### config.mk
export PLATFORM = sky130hd
export DESIGN_NAME = dmem_byte_reader
export DESIGN_NICKNAME = d
export VERILOG_FILES = /design/src/rtl/dmem_rd_pkg.sv /design/src/rtl/dmem_byte_reader.sv
export SDC_FILE = /design/constraint.sdc
export NUM_CORES = 1
export LEC_CHECK = 0
export ABC_AREA = 1
export ABC_CLOCK_PERIOD_IN_PS = 5000
export CAP_MARGIN = 20
export CORE_UTILIZATION = 30
export DETAILED_ROUTE_END_ITERATION = 16
export DONT_BUFFER_PORTS = 1
export HOLD_SLACK_MARGIN = 0.15
export MAX_ROUTING_LAYER = met4
export PLACE_DENSITY = 0.41
export SLEW_MARGIN = 20
export SYNTH_ARGS = -nofsm -noshare
export SYNTH_HDL_FRONTEND = slang
export SYNTH_SLANG_ARGS = --single-unit
export TNS_END_PERCENT = 20
### constraint.sdc
create_clock -name clk -period 5 [get_ports clk]
set_clock_uncertainty 0.1 [all_clocks]
set_input_delay 1.25 -clock clk [delete_from_list [all_inputs] [get_ports clk]]
set_output_delay 1.25 -clock clk [all_outputs]
set_load 0.1 [all_outputs]
### src/rtl/dmem_rd_pkg.sv
// Shared definitions for the data-memory byte read path.
// This includes the FSM states, the lane offsets and the big-endian lane selector.
package dmem_rd_pkg;

    typedef enum logic [1:0] {
        IDLE  = 2'd0,
        FETCH = 2'd1,
        EMIT  = 2'd2,
        DONE  = 2'd3
    } state_t;

    // Byte offsets within a word; offset 0 is the most significant lane.
    localparam logic [1:0] LANE_0 = 2'b00;
    localparam logic [1:0] LANE_1 = 2'b01;
    localparam logic [1:0] LANE_2 = 2'b10;
    localparam logic [1:0] LANE_3 = 2'b11;

    // Returns the byte at offset 'off' of 'word' in big-endian lane order.
    function automatic logic [7:0] be_lane(input logic [31:0] word, input logic [1:0] off);
        logic [7:0] b;
        b = 8'h00;
        unique case (off)
            LANE_0:  b = word[31:24];
            LANE_1:  b = word[23:16];
            LANE_2:  b = word[15:8];
            LANE_3:  b = word[7:0];
            default: b = 8'h00;
        endcase
        return b;
    endfunction

endpackage

### src/rtl/dmem_byte_reader.sv
// Streaming byte reader: fetches words from the data memory read port and
// emits them one byte per handshake in big-endian order, with sign extension.
module dmem_byte_reader
    import dmem_rd_pkg::*;
#(
    parameter int unsigned LEN_W = 16
) (
    input  logic             clk,
    input  logic             reset,
    input  logic             start,
    input  logic [31:0]      base,
    input  logic [LEN_W-1:0] len,
    output logic             busy,
    output logic             done,
    output logic [31:0]      mem_a,
    input  logic [31:0]      mem_rd,
    output logic             out_valid,
    input  logic             out_ready,
    output logic [7:0]       out_byte,
    output logic [31:0]      out_sext,
    output logic             out_last
);

    state_t           r_state;
    logic [31:0]      r_addr;
    logic [LEN_W-1:0] r_rem;
    logic [31:0]      r_word;

    logic             w_emit;
    logic             w_last;
    logic [7:0]       w_byte;

    assign w_emit = (r_state == EMIT);
    assign w_last = (r_rem == LEN_W'(1));

    // Transfer FSM: the word is captured only in FETCH, and bytes advance only on a handshake.
    always_ff @(posedge clk or posedge reset) begin
        if (reset) begin
            r_state <= IDLE;
            r_addr  <= 32'h0;
            r_rem   <= '0;
            r_word  <= 32'h0;
        end else begin
            unique case (r_state)
                IDLE: begin
                    if (start) begin
                        r_addr  <= base;
                        r_rem   <= len;
                        r_state <= (len == '0) ? DONE : FETCH;
                    end
                end
                FETCH: begin
                    r_word  <= mem_rd;
                    r_state <= EMIT;
                end
                EMIT: begin
                    if (out_ready) begin
                        r_addr <= r_addr + 32'd1;
                        r_rem  <= r_rem - LEN_W'(1);
                        if (w_last) begin
                            r_state <= DONE;
                        end else if (r_addr[1:0] == LANE_3) begin
                            r_state <= FETCH;
                        end else begin
                            r_state <= EMIT;
                        end
                    end
                end
                DONE: begin
                    r_state <= IDLE;
                end
                default: r_state <= IDLE;
            endcase
        end
    end

    // Output decode from registered state; data outputs are forced to zero outside EMIT.
    always_comb begin
        w_byte    = w_emit ? be_lane(r_word, r_addr[1:0]) : 8'h00;
        busy      = (r_state != IDLE);
        done      = (r_state == DONE);
        mem_a     = {r_addr[31:2], 2'b00};
        out_valid = w_emit;
        out_byte  = w_byte;
        out_sext  = {{24{w_byte[7]}}, w_byte};
        out_last  = w_emit & w_last;
    end

endmodule
Yosys cells after proc, flatten, opt, wreduce, memory -nomap -nowiden
Cells that the tools add are included.
- output and inout port bits: 76
- logic and storage cells: 37
- bits in registers: 82
- input bits: 84
- equal/unequal tests: 9
- multiplexer cells: 14
- $add $sub $neg: 2
- bitwise gates (word level): 1
- reductions and logical operators: 7
- operators with widths (kind ; count):
    $mux W32 ; 2
    $pmux W32 S2 ; 1
    $add A32 B1 Y32 const B ; 1
    $mux W16 ; 2
    $pmux W16 S2 ; 1
    $pmux W8 S4 ; 1
    $eq A16 B1 Y1 const B ; 1
    $logic_not A16 Y1 ; 1
    $sub A16 B1 Y16 const B ; 1
    $mux W2 ; 5
    $eq A2 B2 Y1 const B ; 4
    $mux W8 ; 1
    $pmux W2 S4 ; 1
    $eq A2 B1 Y1 const B ; 2
    $logic_not A2 Y1 ; 2
    $ne A2 B2 Y1 const B ; 2
    $reduce_bool A2 Y1 ; 2
    $reduce_and A3 Y1 ; 1
    $reduce_and A2 Y1 ; 1
    $and A1 B1 Y1 ; 1

Depth between registers and ports, before layout
Gate-level depths: netlist (run 1).
- depth in word-level cells: 5
- depth in mapped cells: 11
- gate-level depth less buffers: 11

Worst setup path before layout (run 1)
OpenSTA, ideal clock, no wires.
- path kind: register to output
- start: reg r_state[0]
- end: out out_sext[10]
- buffers on the path: 3
- cell stages (with the launch flop): 7
- slack: -0.923 ns
- data arrival time: 4.573 ns
- data required time: 3.650 ns
- cell sequence: dfrtp_1 > nor2_4 > buf_2 > buf_2 > o21ai_0 > a31oi_1 > buf_4
- word-level cells in the longest chain between the ends: 2
- ends and longest elaborated chain (what ; line ; source):
    start, declared ; dmem_byte_reader.sv:24 ; state_t r_state;
    start signal, assigned ; dmem_byte_reader.sv:49 ; r_state <= (len == '0) ? DONE : FETCH;
    $eq A2 B2 Y1 ; dmem_byte_reader.sv:33 ; assign w_emit = (r_state == EMIT);
    net out_valid ; dmem_byte_reader.sv:17 ; output logic out_valid,
    $mux W8 ; dmem_byte_reader.sv:79 ; w_byte = w_emit ? be_lane(r_word, r_addr[1:0]) : 8'h00;
    end, declared ; dmem_byte_reader.sv:20 ; output logic [31:0] out_sext,
The timed path passes the listed nets, and every way through them passes these cells.

Worst setup path in the final report (run 1)
- start: reg r_addr[1]
- end: out out_sext[10]
- word-level cells in the longest chain between the ends: 3
- elaborated cells on any way between the ends: 6
- classes of those cells: 3 x eq/ne; 2 x mux; 1 x reduce/logical
- ends and longest elaborated chain (what ; line ; source):
    start, declared ; dmem_byte_reader.sv:25 ; logic [31:0] r_addr;
    start signal, assigned ; dmem_byte_reader.sv:47 ; r_addr <= base;
    start signal, assigned ; dmem_byte_reader.sv:58 ; r_addr <= r_addr + 32'd1;
    $eq A2 B2 Y1, or another cell as far along ; dmem_rd_pkg.sv:22 ; unique case (off)
    $pmux W8 S4 * ; dmem_rd_pkg.sv:22 ;
    $mux W8 * ; dmem_byte_reader.sv:79 ;
Mark *: on every way between the ends. The rest lies on a longest branch, timed or not.

==> impl_metrics.py, run 1 <==
metrics = {
    "placed_design": {
        "dpl_cell_area_um2": 5700,
        "port-buffer-count": 0,
        "gp_congestion": 0.797,
        "dpl.cell_count": 979,
        "dp_hpwl_um": 12500,
    },
    "critical_path": {
        "end_kind": "output port",
        "critPathLaunchType": "register",
        "cp.depth": 7,
        "critPathArrivalTime_ns": 3.50,
        "cp_top_family": "buffers and inverters",
        "required_ns": 3.65,
        "worstSetupPathType": "reg2out",
        "ff2ff_path_depth": 9,
        "crit_chain": "inv_1 -> ha_1 -> buf_4 -> a21oi_1 -> a31oi_4 -> buf_16 -> buf_12",
        "cp_max_fo": 24,
        "worst-path-buf-inv": 4,
        "cpPeakStageDelay_ns": 1.55,
        "cpMaxStageDelayCell": "buf_16",
    },
    "route": {
        "vias_per_cell": 4.91,
        "drc": 0,
        "drt_iter0_drc": 270,
        "wirelength_um": 16700,
        "antenna_left": 0,
        "vias": 4897,
        "drt_pre_antenna_iters": 5,
        "drt-wirelength-per-cell_um": 16.7,
    },
    "final_layout": {
        "finish.utilization_pct": 32.2,
        "multiInputGateArea_um2": 2880,
        "drive_gt1_share_pct": 11.9,
        "final_net_count": 847,
        "design_area_um2": 6030,
        "synthToLayoutAreaGrowth_pct": 5.52,
        "ff_latch_area_um2": 2050,
        "fillers": 2016,
        "stdcell_count": 998,
    },
    "global_route": {
        "grt_first_pass_wirelength_um": 26500,
        "antenna_found_initial": 2,
        "grt_use_total_pct": 18.1,
        "grt_max_degree": 80,
        "grt_pass1_vias": 4819,
        "grt_overflow": 0,
    },
    "synth": {
        "synth_top_area_share_pct": 35.9,
        "synth_cells": 815,
        "synth.most_common_cell": "nand2_1",
        "avgSynthCellArea_um2": 7.01,
        "ys_ff_latch": 82,
        "synth_area_leaders": "dfrtp_1 (36%), nand2_1 (15%), buf_4 (8.5%)",
        "synth_top_area_cell": "dfrtp_1",
        "yosysSeqAreaShare_pct": 35.9,
        "netlist_area_um2": 5710,
        "ys_types": 32,
        "synthFlopType": "dfrtp_1",
        "synth.top_cells.by_count": "nand2_1 (233), nor2_1 (122), dfrtp_1 (82)",
        "synth_edf_count": 0,
        "synthArstFlopShare_pct": 100,
        "yosysWarnings": 0,
    },
    "worst_hold_path": {
        "hold_path_class": "reg2reg",
        "whs_path_depth": 1,
    },
    "timing": {
        "report.final.hold_viol_count": 0,
        "rsz0062_at_grt": "true",
        "post-route-min-period_ns": 4.85,
        "fin_crit_sh_pct": 97.1,
        "fmax_ghz": 0.206,
        "finalSetupViolCount": 0,
        "tightest_slew_ns": 1.11,
        "slew-limit-headroom_pct": 26.3,
        "slew_violations": 0,
    },
    "clocking": {
        "clk_pin_slew_ns": 0.06,
        "ctsHoldBuffers": 0,
        "clkLatencyLatePin_ns": 0.35,
        "cts_tree": "built",
        "clock_path_buffers": 2,
        "h-tree-depth": 3,
        "clock_sinks": 82,
        "root_buffer": "clkbuf_16",
        "numCtsBuffers": 9,
    },
    "floorplan": {
        "start_util_pct": 30.5,
        "core-area_um2": 18700,
        "dieHeight_um": 140,
        "die_area_um2": 19600,
        "rows": 50,
        "die_w_um": 140,
        "ios": 160,
    },
    "flow_run": {
        "drv_cap": 0,
    },
    "status": {
        "outcome": "complete, no violations",
    },
}
-- cells in the final DEF (no fill, tap or decap) --
cell	count
o21bai_1	3
inv_1	69
mux2_2	32
nor2_1	122
bufinv_16	1
nand3b_1	5
nor3b_1	1
xnor2_1	1
clkinvlp_4	2
buf_4	19
o22ai_1	9
clkinv_2	4
o21ai_1	16
nor2_2	2
nand3_1	43
o211ai_1	1
conb_1	2
ha_1	6
a31oi_1	3
o21ai_0	39
or2_2	5
clkbuf_16	9
buf_16	1
a21oi_1	21
a22oi_1	2
diode_2	2
nor2_4	3
a31oi_4	8
nand4_1	3
nor3_1	3
dfrtp_1	82
inv_2	1
xor2_1	4
o21a_1	3
buf_12	3
nand2_1	233
inv_6	1
-- path summary, 6_finish.rpt --
check / slack, ns / end / startpoint
hold reg to reg: 0.41 / r_word[15] / r_word[15]
setup reg to reg: 1.65 / r_addr[10] / r_state[0]
setup / recovery: 0.15 / out_sext[10] / r_addr[1]
hold / removal: 0.41 / r_word[15] / r_word[15]
max in group asynchronous: 3.42 / r_addr[24] / reset
min in group asynchronous: 0.63 / r_addr[0] / reset
-- per-layer routing --
layer	wire length, um	vias to the layer above	track usage, %	share of wire [%]
met3	1170	15	3.90	7.0
met2	7570	140	27.6	45
met5	0	-	-	0
li1	-	2422	-	-
met4	246	0	6.42	1.5
met1	7700	2320	23.8	46
-- repair_timing --
item,in CTS,in global routing
endpoints found under the hold margin,0,0
gates resized for setup,1,3
endpoints found under the setup margin,4,26
buffers inserted,0,0
-- layout make-up --
class | count | area share, %
Antenna cell | 2 | 0.0831
Clock buffer | 9 | 3.74
Clock inverter | 7 | 1.14
Inverter | 71 | 4.44
Multi-Input combinational cell | 570 | 47.9
Sequential cell | 82 | 34.1
Tap cell | 234 | 4.86
Timing Repair Buffer | 23 | 3.82
-- state kept, by name (all words and copies together), names as in the netlist --
register / cells
r_addr: 32
r_state: 2
r_word: 32
r_rem: 16
-- logic make-up after synthesis --
logic type / after synthesis / synth area share, %
compound gates: 105 / 10.0
other cells: 1 / 0.0657
fa+ha+maj: 6 / 1.31
simple gates: 420 / 29.8
buf+inv: 164 / 15.8
flops: 82 / 35.9
mux: 32 / 6.31
xor+xnor: 5 / 0.767
-- worst register-to-register path, delay by kind of cell (launching register included) --
family	cells	cell delay, ns
AOI/OAI and AO/OA	2	0.22
DFF	1	0.48
buffers and inverters	4	1.57
and+or+nand+nor	3	0.88
-- through the flow --
step                setup TNS [ns]  setup WS, ns  hold WS, ns
floorplan                        0        0.0509        0.353
global placement                 0         0.387        0.371
detailed placement               0         0.353        0.393
CTS                              0        0.0491        0.409
global route               -0.0113      -0.00304        0.427
finish                           0         0.147        0.407
Power of run 1 is not shown: default switching activity piles up to over one toggle a cycle in this logic, so the estimate is an artifact.
==> run 2: changes to the inputs <==
--- a/config.mk
+++ b/config.mk
@@ -14,6 +14,7 @@
 export HOLD_SLACK_MARGIN = 0.15
 export MAX_ROUTING_LAYER = met4
 export PLACE_DENSITY = 0.41
+export SETUP_SLACK_MARGIN = 0.1
 export SLEW_MARGIN = 20
 export SYNTH_ARGS = -nofsm -noshare
 export SYNTH_HDL_FRONTEND = slang
==> run 2 against run 1 <==
Compared with the run above:
- cell area grew 0.33%
- sequential share of layout area shrank 0.092 points
- worst hold slack is essentially flat
- largest cell class unchanged
- non-clock buffer count is the same
- critical path depth is the same
- setup slack gained 0.099 ns
- die area is the same
- clock-buffer cell count grew 1
- routed wire length shrank 1.5%
- cell count shrank 0.30%
- first-iteration DRC count shrank 29%
==> impl_metrics.py, run 2 (synthesized netlist as in run 1, its figures left out) <==
metrics = {
    "timing": {
        "post-route-min-period_ns": 4.75,
        "slew-limit-headroom_pct": 26.6,
        "fmax_ghz": 0.210,
        "finalSetupViolCount": 0,
        "slew_violations": 0,
        "report.final.hold_viol_count": 0,
        "fin_crit_sh_pct": 95.1,
        "tightest_slew_ns": 1.10,
        "tns_ns": 0,
        "rsz0062_at_grt": "false",
    },
    "route": {
        "drt_iter0_drc": 193,
        "wirelength_um": 16400,
        "antenna_left": 0,
        "drt-wirelength-per-cell_um": 16.5,
        "vias_per_cell": 4.83,
        "vias": 4806,
        "drc": 0,
        "drt_pre_antenna_iters": 4,
    },
    "clocking": {
        "root_buffer": "clkbuf_16",
        "clock_sinks": 82,
        "h-tree-depth": 3,
        "clk_pin_slew_ns": 0.06,
        "ctsHoldBuffers": 0,
        "cts_tree": "built",
        "clkLatencyLatePin_ns": 0.34,
        "numCtsBuffers": 9,
        "clock_path_buffers": 2,
    },
    "critical_path": {
        "required_ns": 3.65,
        "cp_max_fo": 24,
        "reg2reg_setup_slack_ns": 1.56,
        "critPathArrivalTime_ns": 3.40,
        "timing.rr.start": "r_state[0]",
        "end_kind": "output port",
        "critPathLaunchType": "register",
        "crit_chain": "inv_1 -> ha_2 -> inv_1 -> o21ai_1 -> a31oi_4 -> buf_16 -> buf_16",
        "ff2ff_path_depth": 9,
        "worstSetupPathType": "reg2out",
        "cpMaxStageDelayCell": "buf_16",
        "reg2reg_to": "r_addr[10]",
        "cpPeakStageDelay_ns": 1.56,
    },
    "global_route": {
        "grt_pass1_vias": 4522,
        "grt_overflow": 0,
        "grt_use_total_pct": 17.8,
        "antenna_found_initial": 0,
        "grt_first_pass_wirelength_um": 25700,
        "grt_max_degree": 58,
    },
    "floorplan": {
        "dieHeight_um": 140,
        "core-area_um2": 18700,
        "ios": 160,
        "rows": 50,
        "start_util_pct": 30.5,
        "die_w_um": 140,
        "die_area_um2": 19600,
    },
    "worst_hold_path": {
        "whs_path_depth": 1,
        "min_delay_worst_endpoint": "r_word[24]",
        "holdCritStartpoint": "r_word[24]",
        "hold_path_class": "reg2reg",
    },
    "placed_design": {
        "port-buffer-count": 0,
        "dp_hpwl_um": 12400,
        "gp_congestion": 0.808,
    },
    "final_layout": {
        "synthToLayoutAreaGrowth_pct": 5.87,
        "top_regs": "r_addr: 32 flops, r_word: 32 flops, r_rem: 16 flops",
        "multiInputGateArea_um2": 2890,
        "antennaDiodeCount": 0,
        "ff_latch_area_um2": 2050,
        "final_net_count": 847,
        "fillers": 2045,
        "drive_gt1_share_pct": 12.0,
        "mostFrequentLayoutCells": "nand2_1 (233), nor2_1 (122), dfrtp_1 (81)",
        "layout_commonest_cell": "nand2_1",
    },
    "flow_run": {
        "drv_cap": 0,
    },
    "status": {
        "outcome": "complete, no violations",
    },
}
## run 2: cell types whose count changed in the layout (fill, tap and decap cells not counted), moves of 2 or more
cell      previous run  this run
buf_16               1         3
clkinv_2             4         1
diode_2              2         0
buf_12               3         0
## run 2: critical path: cells and delay by family (launching register included)
kind	cells	cell delay, ns
AO/OA/AOI/OAI	2	0.30
adder cells (fa/ha/maj)	1	0.22
buffers and inverters	4	2.05
flip-flops	1	0.35
## run 2: layout make-up
class	count	area share [%]
sequential	82	34.0
timing repair buffer	23	3.85
inverter	71	4.49
clock inverter	5	1.32
multi-input combinational	570	47.7
tap	234	4.84
clock buffer	10	3.79
## run 2: per-layer routing
metal  GRT usage (%)  vias up  wire length [um]
met4            5.55        0               143
met2            27.1      139              7570
li1                -     2424                 -
met1            23.3     2235              7690
met5               -        -                 0
met3            4.14        8              1030
## run 2: what timing repair did
| item | CTS | global route |
|---|---|---|
| gates resized for setup | 5 | 2 |
| setup endpoints to repair | 4 | 4 |
| pin swaps | 0 | 0 |
| setup buffers | 1 | 0 |
## run 2: how the worst max path moves through the flow
stage                         to  cells past startpoint        from
finish              out_sext[20]                      7   r_addr[0]
global route        out_sext[17]                      7   r_addr[1]
CTS                 out_sext[20]                      7   r_addr[1]
detailed placement  out_sext[20]                      7   r_addr[0]
global placement    out_sext[20]                      7   r_addr[0]
floorplan            out_sext[1]                      6  r_state[0]
## run 2: metrics by stage
step	utilization [%]	std cells	setup WS, ns	instance area, um2	hold WS [ns]
final	32.3	995	0.245	6050	0.407
after global routing	32.3	995	0.133	6050	0.426
after CTS	32.3	995	0.145	6040	0.406
after detailed placement	30.5	979	0.235	5700	0.391
after global placement	30.5	979	0.334	5700	0.370
after floorplan	-	816	0.0509	5740	0.353
Power of run 2 is left out for the same reason.
==> run 3: changes to the inputs <==
--- a/config.mk
+++ b/config.mk
@@ -9,6 +9,7 @@
 export ABC_CLOCK_PERIOD_IN_PS = 5000
 export CAP_MARGIN = 20
 export CORE_UTILIZATION = 30
+export CTS_CLUSTER_DIAMETER = 60
 export DETAILED_ROUTE_END_ITERATION = 16
 export DONT_BUFFER_PORTS = 1
 export HOLD_SLACK_MARGIN = 0.15
==> results of run 3 <==
Final layout, timing and power as in run 2 (identical DEF).
Power of run 3 is left out for the same reason.
